<file path="config.mk">
export PLATFORM = sky130hd
export DESIGN_NAME = tlb_op_ctrl
export DESIGN_NICKNAME = d
export VERILOG_FILES = /design/src/rtl/tlb_op_ctrl.sv
export SDC_FILE = /design/constraint.sdc
export NUM_CORES = 1
export LEC_CHECK = 0
export CORE_AREA = 2 2 188 190
export DETAILED_ROUTE_END_ITERATION = 7
export DIE_AREA = 0 0 190 192
export RECOVER_POWER = 25
export SYNTH_ARGS = -nofsm -noshare
export SYNTH_HDL_FRONTEND = slang
export SYNTH_SLANG_ARGS = --single-unit
</file>
<file path="constraint.sdc">
create_clock -name clk -period 1.7 [get_ports clk]
set_input_delay 0.17 -clock clk [delete_from_list [all_inputs] [get_ports clk]]
set_output_delay 0.17 -clock clk [all_outputs]
set_load 0.01 [all_outputs]
</file>
<file path="src/rtl/tlb_op_ctrl.sv">
// TLB op sequencer: runs TLBR/TLBWI/TLBWR/TLBP against the tlb ports and owns CP0 Random/Wired.
// Accept in t, EXEC in t+1, done in t+2; op_ready is low while an op is in flight, so requests wait.
package tlb_pkg;
  typedef struct packed {
    logic [18:0] vpn2;
    logic [7:0]  asid;
    logic        g;
    logic [19:0] pfn0;
    logic [2:0]  c0;
    logic        d0;
    logic        v0;
    logic [19:0] pfn1;
    logic [2:0]  c1;
    logic        d1;
    logic        v1;
  } tlb_entry_t;
endpackage

module tlb_op_ctrl
  import tlb_pkg::*;
#(
  parameter  int N_TLB_ENTRIES = 32,
  localparam int IDX_W         = $clog2(N_TLB_ENTRIES)
) (
  input  logic             clk,
  input  logic             rst,
  input  logic             op_valid,
  output logic             op_ready,
  input  logic [1:0]       op_type,
  input  logic [IDX_W-1:0] cp0_index,
  input  logic [31:0]      cp0_entry_hi,
  input  tlb_entry_t       cp0_wrdata,
  input  logic             wired_we,
  input  logic [IDX_W-1:0] wired_wdata,
  output logic [IDX_W-1:0] random,
  output logic [IDX_W-1:0] wired,
  output logic [IDX_W-1:0] tlbrw_index,
  output logic             tlbrw_we,
  output tlb_entry_t       tlbrw_wrdata,
  input  tlb_entry_t       tlbrw_rddata,
  output logic [31:0]      tlbp_entry_hi,
  input  logic [31:0]      tlbp_index,
  output logic             done,
  output logic [1:0]       done_op,
  output tlb_entry_t       rd_entry,
  output logic [31:0]      probe_index,
  output logic             flush_req
);

  typedef enum logic [1:0] {IDLE, EXEC, DONE} state_t;

  localparam logic [1:0]       OP_TLBR  = 2'b00;
  localparam logic [1:0]       OP_TLBWI = 2'b01;
  localparam logic [1:0]       OP_TLBWR = 2'b10;
  localparam logic [1:0]       OP_TLBP  = 2'b11;
  localparam logic [IDX_W-1:0] RAND_MAX = IDX_W'(N_TLB_ENTRIES - 1);

  state_t     state;
  logic [1:0] op_q;
  logic       op_is_write;

  assign op_is_write = (op_q == OP_TLBWI) || (op_q == OP_TLBWR);

  // Random never drops below Wired; a Wired write restarts it from the top.
  always_ff @(posedge clk) begin
    if (rst) begin
      random <= RAND_MAX;
      wired  <= '0;
    end else if (wired_we) begin
      wired  <= wired_wdata;
      random <= RAND_MAX;
    end else if (random <= wired) begin
      random <= RAND_MAX;
    end else begin
      random <= random - 1'b1;
    end
  end

  always_ff @(posedge clk) begin
    if (rst) begin
      state         <= IDLE;
      op_ready      <= 1'b1;
      op_q          <= OP_TLBR;
      tlbrw_index   <= '0;
      tlbrw_we      <= 1'b0;
      tlbrw_wrdata  <= '0;
      tlbp_entry_hi <= '0;
      done          <= 1'b0;
      done_op       <= 2'b00;
      rd_entry      <= '0;
      probe_index   <= '0;
      flush_req     <= 1'b0;
    end else begin
      case (state)
        IDLE: begin
          if (op_valid && op_ready) begin
            op_q          <= op_type;
            // TLBWR samples Random before any same-edge Wired write resets it.
            tlbrw_index   <= (op_type == OP_TLBWR) ? random : cp0_index;
            tlbp_entry_hi <= cp0_entry_hi;
            tlbrw_wrdata  <= cp0_wrdata;
            tlbrw_we      <= (op_type == OP_TLBWI) || (op_type == OP_TLBWR);
            op_ready      <= 1'b0;
            state         <= EXEC;
          end
        end
        EXEC: begin
          tlbrw_we <= 1'b0;
          if (op_q == OP_TLBR) rd_entry <= tlbrw_rddata;
          if (op_q == OP_TLBP) probe_index <= tlbp_index;
          done      <= 1'b1;
          done_op   <= op_q;
          flush_req <= op_is_write;
          state     <= DONE;
        end
        DONE: begin
          done      <= 1'b0;
          flush_req <= 1'b0;
          op_ready  <= 1'b1;
          state     <= IDLE;
        end
        default: begin
          tlbrw_we  <= 1'b0;
          done      <= 1'b0;
          flush_req <= 1'b0;
          op_ready  <= 1'b1;
          state     <= IDLE;
        end
      endcase
    end
  end

endmodule

</file>
==> flow_summary.ini, run 1 <==
[pwr]
p_leak_nw = 5.36
vdd_drop_max_uv = 786
powerDensity_nw_per_um2 = 972
total_power_mw = 14.5

[clocking]
clk_pin_slew_ns = 0.06
clockBufferDepth = 3
cts.sinks = 245
cts-htree-levels = 1
cts_tree = done
cts_root_buf = clkbuf_16
worstSkewPairLatency_ns = 0.54
cts_buffers = 29

[placement]
gp_congestion = 0.823
dpl-instance-area_sq_um = 14100
port_buffers = 476
dp_hpwl_mm = 22.4

[critical_path]
critPathBufInv = 1
required_ns = 1.53
arrival_ns = 1.47
cp_max_fo = 2
crit_family = buffers and inverters
path_cells = clkdlybuf4s50_1
endpoint_kind = primary output
worst-r2r-setup-slack_ns = 0.14
crit_type = flip-flop to primary output
critPathSlowestCell = clkdlybuf4s50_1
cp-start-kind = flip-flop
max_stage_delay_ns = 0.58

[timing]
setup_viol_count_final = 0
slew_violations = 0
finalSetupTns_ns = 0
relSlewSlack_pct = 32.9
rsz0062_at_grt = false
hold_viol_final = 0
tightest_slew_ns = 1.01
period_share_pct = 96.4
fmax_mhz = 610
finalClockSkew_ns = 0.00844
layout_min_cycle_time_ns = 1.64

[detailed_routing]
dr.pass1.iters = 5
detail_route.wl_per_cell_microns = 15.6
dr_total_vias = 8725
routed_wl_mm = 31.3
drt_iter0_drc = 303
drtAntennaViolNets = 0
viasPerCell = 4.35
drc = 0

[yosys]
synthCells = 1076
synth_edf_count = 0
synth_top_cell_by_area = dfxtp_1
synth_fa_ha_area_share_pct = 1.28
synth_common_cells = 445 x nand2_1, 245 x dfxtp_1, 224 x a21oi_1
synth-xor-area-share_pct = 0.300
synth_top_area_share_pct = 56.0
synth_most_common_cell = nand2_1
synth.area.top_cells = dfxtp_1 56%, nand2_1 19%, a21oi_1 13%, clkbuf_1 1.6%, mux2i_1 1.5%
synth_simple_gate_area_share_pct = 21.3
synth_warnings = 0
synth_top_flop_cell = dfxtp_1
syn_nets = 1321
muxShareOfSynthArea_pct = 1.48
syn_area_sq_um = 8760
synth_top_family_by_area = simple AND/OR/NAND/NOR gates
syn_area_per_cell_sq_um = 8.14
ys_seq_area_share_pct = 56.0
ys_ff_latch = 245
synth_cell_types = 28
async_flop_share_pct = 0
synth_compound_area_share_pct = 14.0

[floorplan]
die_h_microns = 192
io_pins = 477
die-area_sq_um = 36500
coreArea_sq_um = 34300
rows = 68
die_x_microns = 190
initial_core_util_pct = 25.6

[final_layout]
fin_area_sq_um = 14900
finalNetCount = 1778
multi_input_area_sq_um = 3350
syn2layout_area_growth_pct = 70.4
layout-drive-gt1-share_pct = 4.90
fillerInstances = 3399
regArea_sq_um = 4910

[global_route]
grtUsageTotal_pct = 16.0
grt_pass1_vias = 8318
overflow = 0
antenna_found_initial = 2
grt_pass1_wl_mm = 46.5
grt_max_degree = 79

[run_status]
status = finished clean

[run]
max_cap_violations = 0

[hold_path]
hold_path_class = input port to flip-flop
[state kept, by name (all words and copies together) (netlist names)]
| name | flops |
|---|---|
| done | 1 |
| done_op | 2 |
| flush_req | 1 |
| op_q | 2 |
| op_ready | 1 |
| probe_index | 32 |
| random | 5 |
| rd_entry | 78 |
| state | 2 |
| tlbp_entry_hi | 32 |
| tlbrw_index | 5 |
| tlbrw_we | 1 |
| tlbrw_wrdata | 78 |
| wired | 5 |
[area by class of cell]
class / count / share of cell area [%]
flip-flops and latches: 245 / 32.9
well taps: 455 / 3.81
clock inverters: 8 / 0.662
clock buffers: 42 / 5.59
repair buffers: 507 / 34.4
multi-input cells: 740 / 22.4
inverters: 10 / 0.251
diodes: 1 / 0.0168
[repair_timing]
action	in CTS	in global routing
setup endpoints to repair	9	31
hold buffers	1	0
hold endpoints to repair	13	0
setup buffers	0	0
resized for setup	10	5
[layout by cell type (no fill, tap or decap), types with 2 or more instances in the layout]
| cell type | instances |
|---|---|
| dlygate4sd2_1 | 8 |
| buf_4 | 10 |
| nand2b_1 | 2 |
| clkbuf_1 | 10 |
| clkdlybuf4s25_1 | 2 |
| and3b_1 | 2 |
| clkbuf_16 | 29 |
| dfxtp_1 | 244 |
| clkbuf_8 | 6 |
| clkinv_2 | 3 |
| buf_6 | 3 |
| clkdlybuf4s50_1 | 463 |
| a21oi_1 | 224 |
| nor3b_1 | 2 |
| a211oi_1 | 5 |
| buf_12 | 13 |
| clkinvlp_4 | 2 |
| mux2i_1 | 13 |
| nor3_1 | 3 |
| ha_1 | 9 |
| o211ai_1 | 5 |
| clkbuf_2 | 3 |
| nand3b_1 | 2 |
| inv_1 | 10 |
| nor2_1 | 17 |
| bufinv_16 | 2 |
| xnor2_1 | 3 |
| nand2_1 | 445 |
[tightest hold or removal path, cell delays in order]
cell,delay [ns]
clkdlybuf4s50_1,0.39
nand2_1,0.05
a21oi_1,0.05
[layer usage]
layer | vias up | GRT usage, % | part of all wire, %
met5 | - | 0 | 0.042
met2 | 317 | 27.7 | 48
met4 | 2 | 4.62 | 2.7
met3 | 54 | 5.30 | 9.0
met1 | 3971 | 18.8 | 40
li1 | 4381 | - | -
[where the power goes]
group	total [mW]	switching [mW]	internal [mW]
sequential	6.20	0.158	6.04
clock	6.09	2.42	3.68
combinational	2.22	0.965	1.26
total	14.5	3.54	11.0
[logic make-up after synthesis]
group	Yosys count
XOR/XNOR	3
AND/OR/NAND/NOR	477
buffers and inverters	91
multiplexers	13
AO/OA/AOI/OAI	238
adder cells (fa/ha/maj)	9
flip-flops	245
[through the flow]
| step | hold WS [ns] | util, % | setup slack (ns) | cells |
|---|---|---|---|---|
| global placement | 0.440 | 41.0 | 0.0431 | 1956 |
| finish | 0.172 | 43.6 | 0.0615 | 2008 |
| global route | 0.158 | 43.5 | 0.00175 | 2007 |
| CTS | 0.138 | 43.7 | 0.00155 | 2007 |
| detailed placement | 0.446 | 41.0 | 0.0164 | 1956 |
| floorplan | 0.306 | - | 0.333 | 1076 |
[worst paths after layout]
path / depth (start not counted) / start / endpoint
max: 1 / tlbrw_wrdata[1] / tlbrw_wrdata[1]
min: 3 / tlbrw_rddata[23] / rd_entry[23]
max reg2reg: 5 / state[0] / probe_index[5]
min reg2reg: 2 / rd_entry[18] / rd_entry[18]
(Power assumes the default switching activity.)
==> inputs of run 2 (changes only) <==
--- a/config.mk
+++ b/config.mk
@@ -6,6 +6,7 @@
 export NUM_CORES = 1
 export LEC_CHECK = 0
 export CORE_AREA = 2 2 188 190
+export CTS_CLUSTER_SIZE = 14
 export DETAILED_ROUTE_END_ITERATION = 7
 export DIE_AREA = 0 0 190 192
 export RECOVER_POWER = 25
==> results of run 2 <==
Final layout, timing and power as in run 1 (identical DEF).
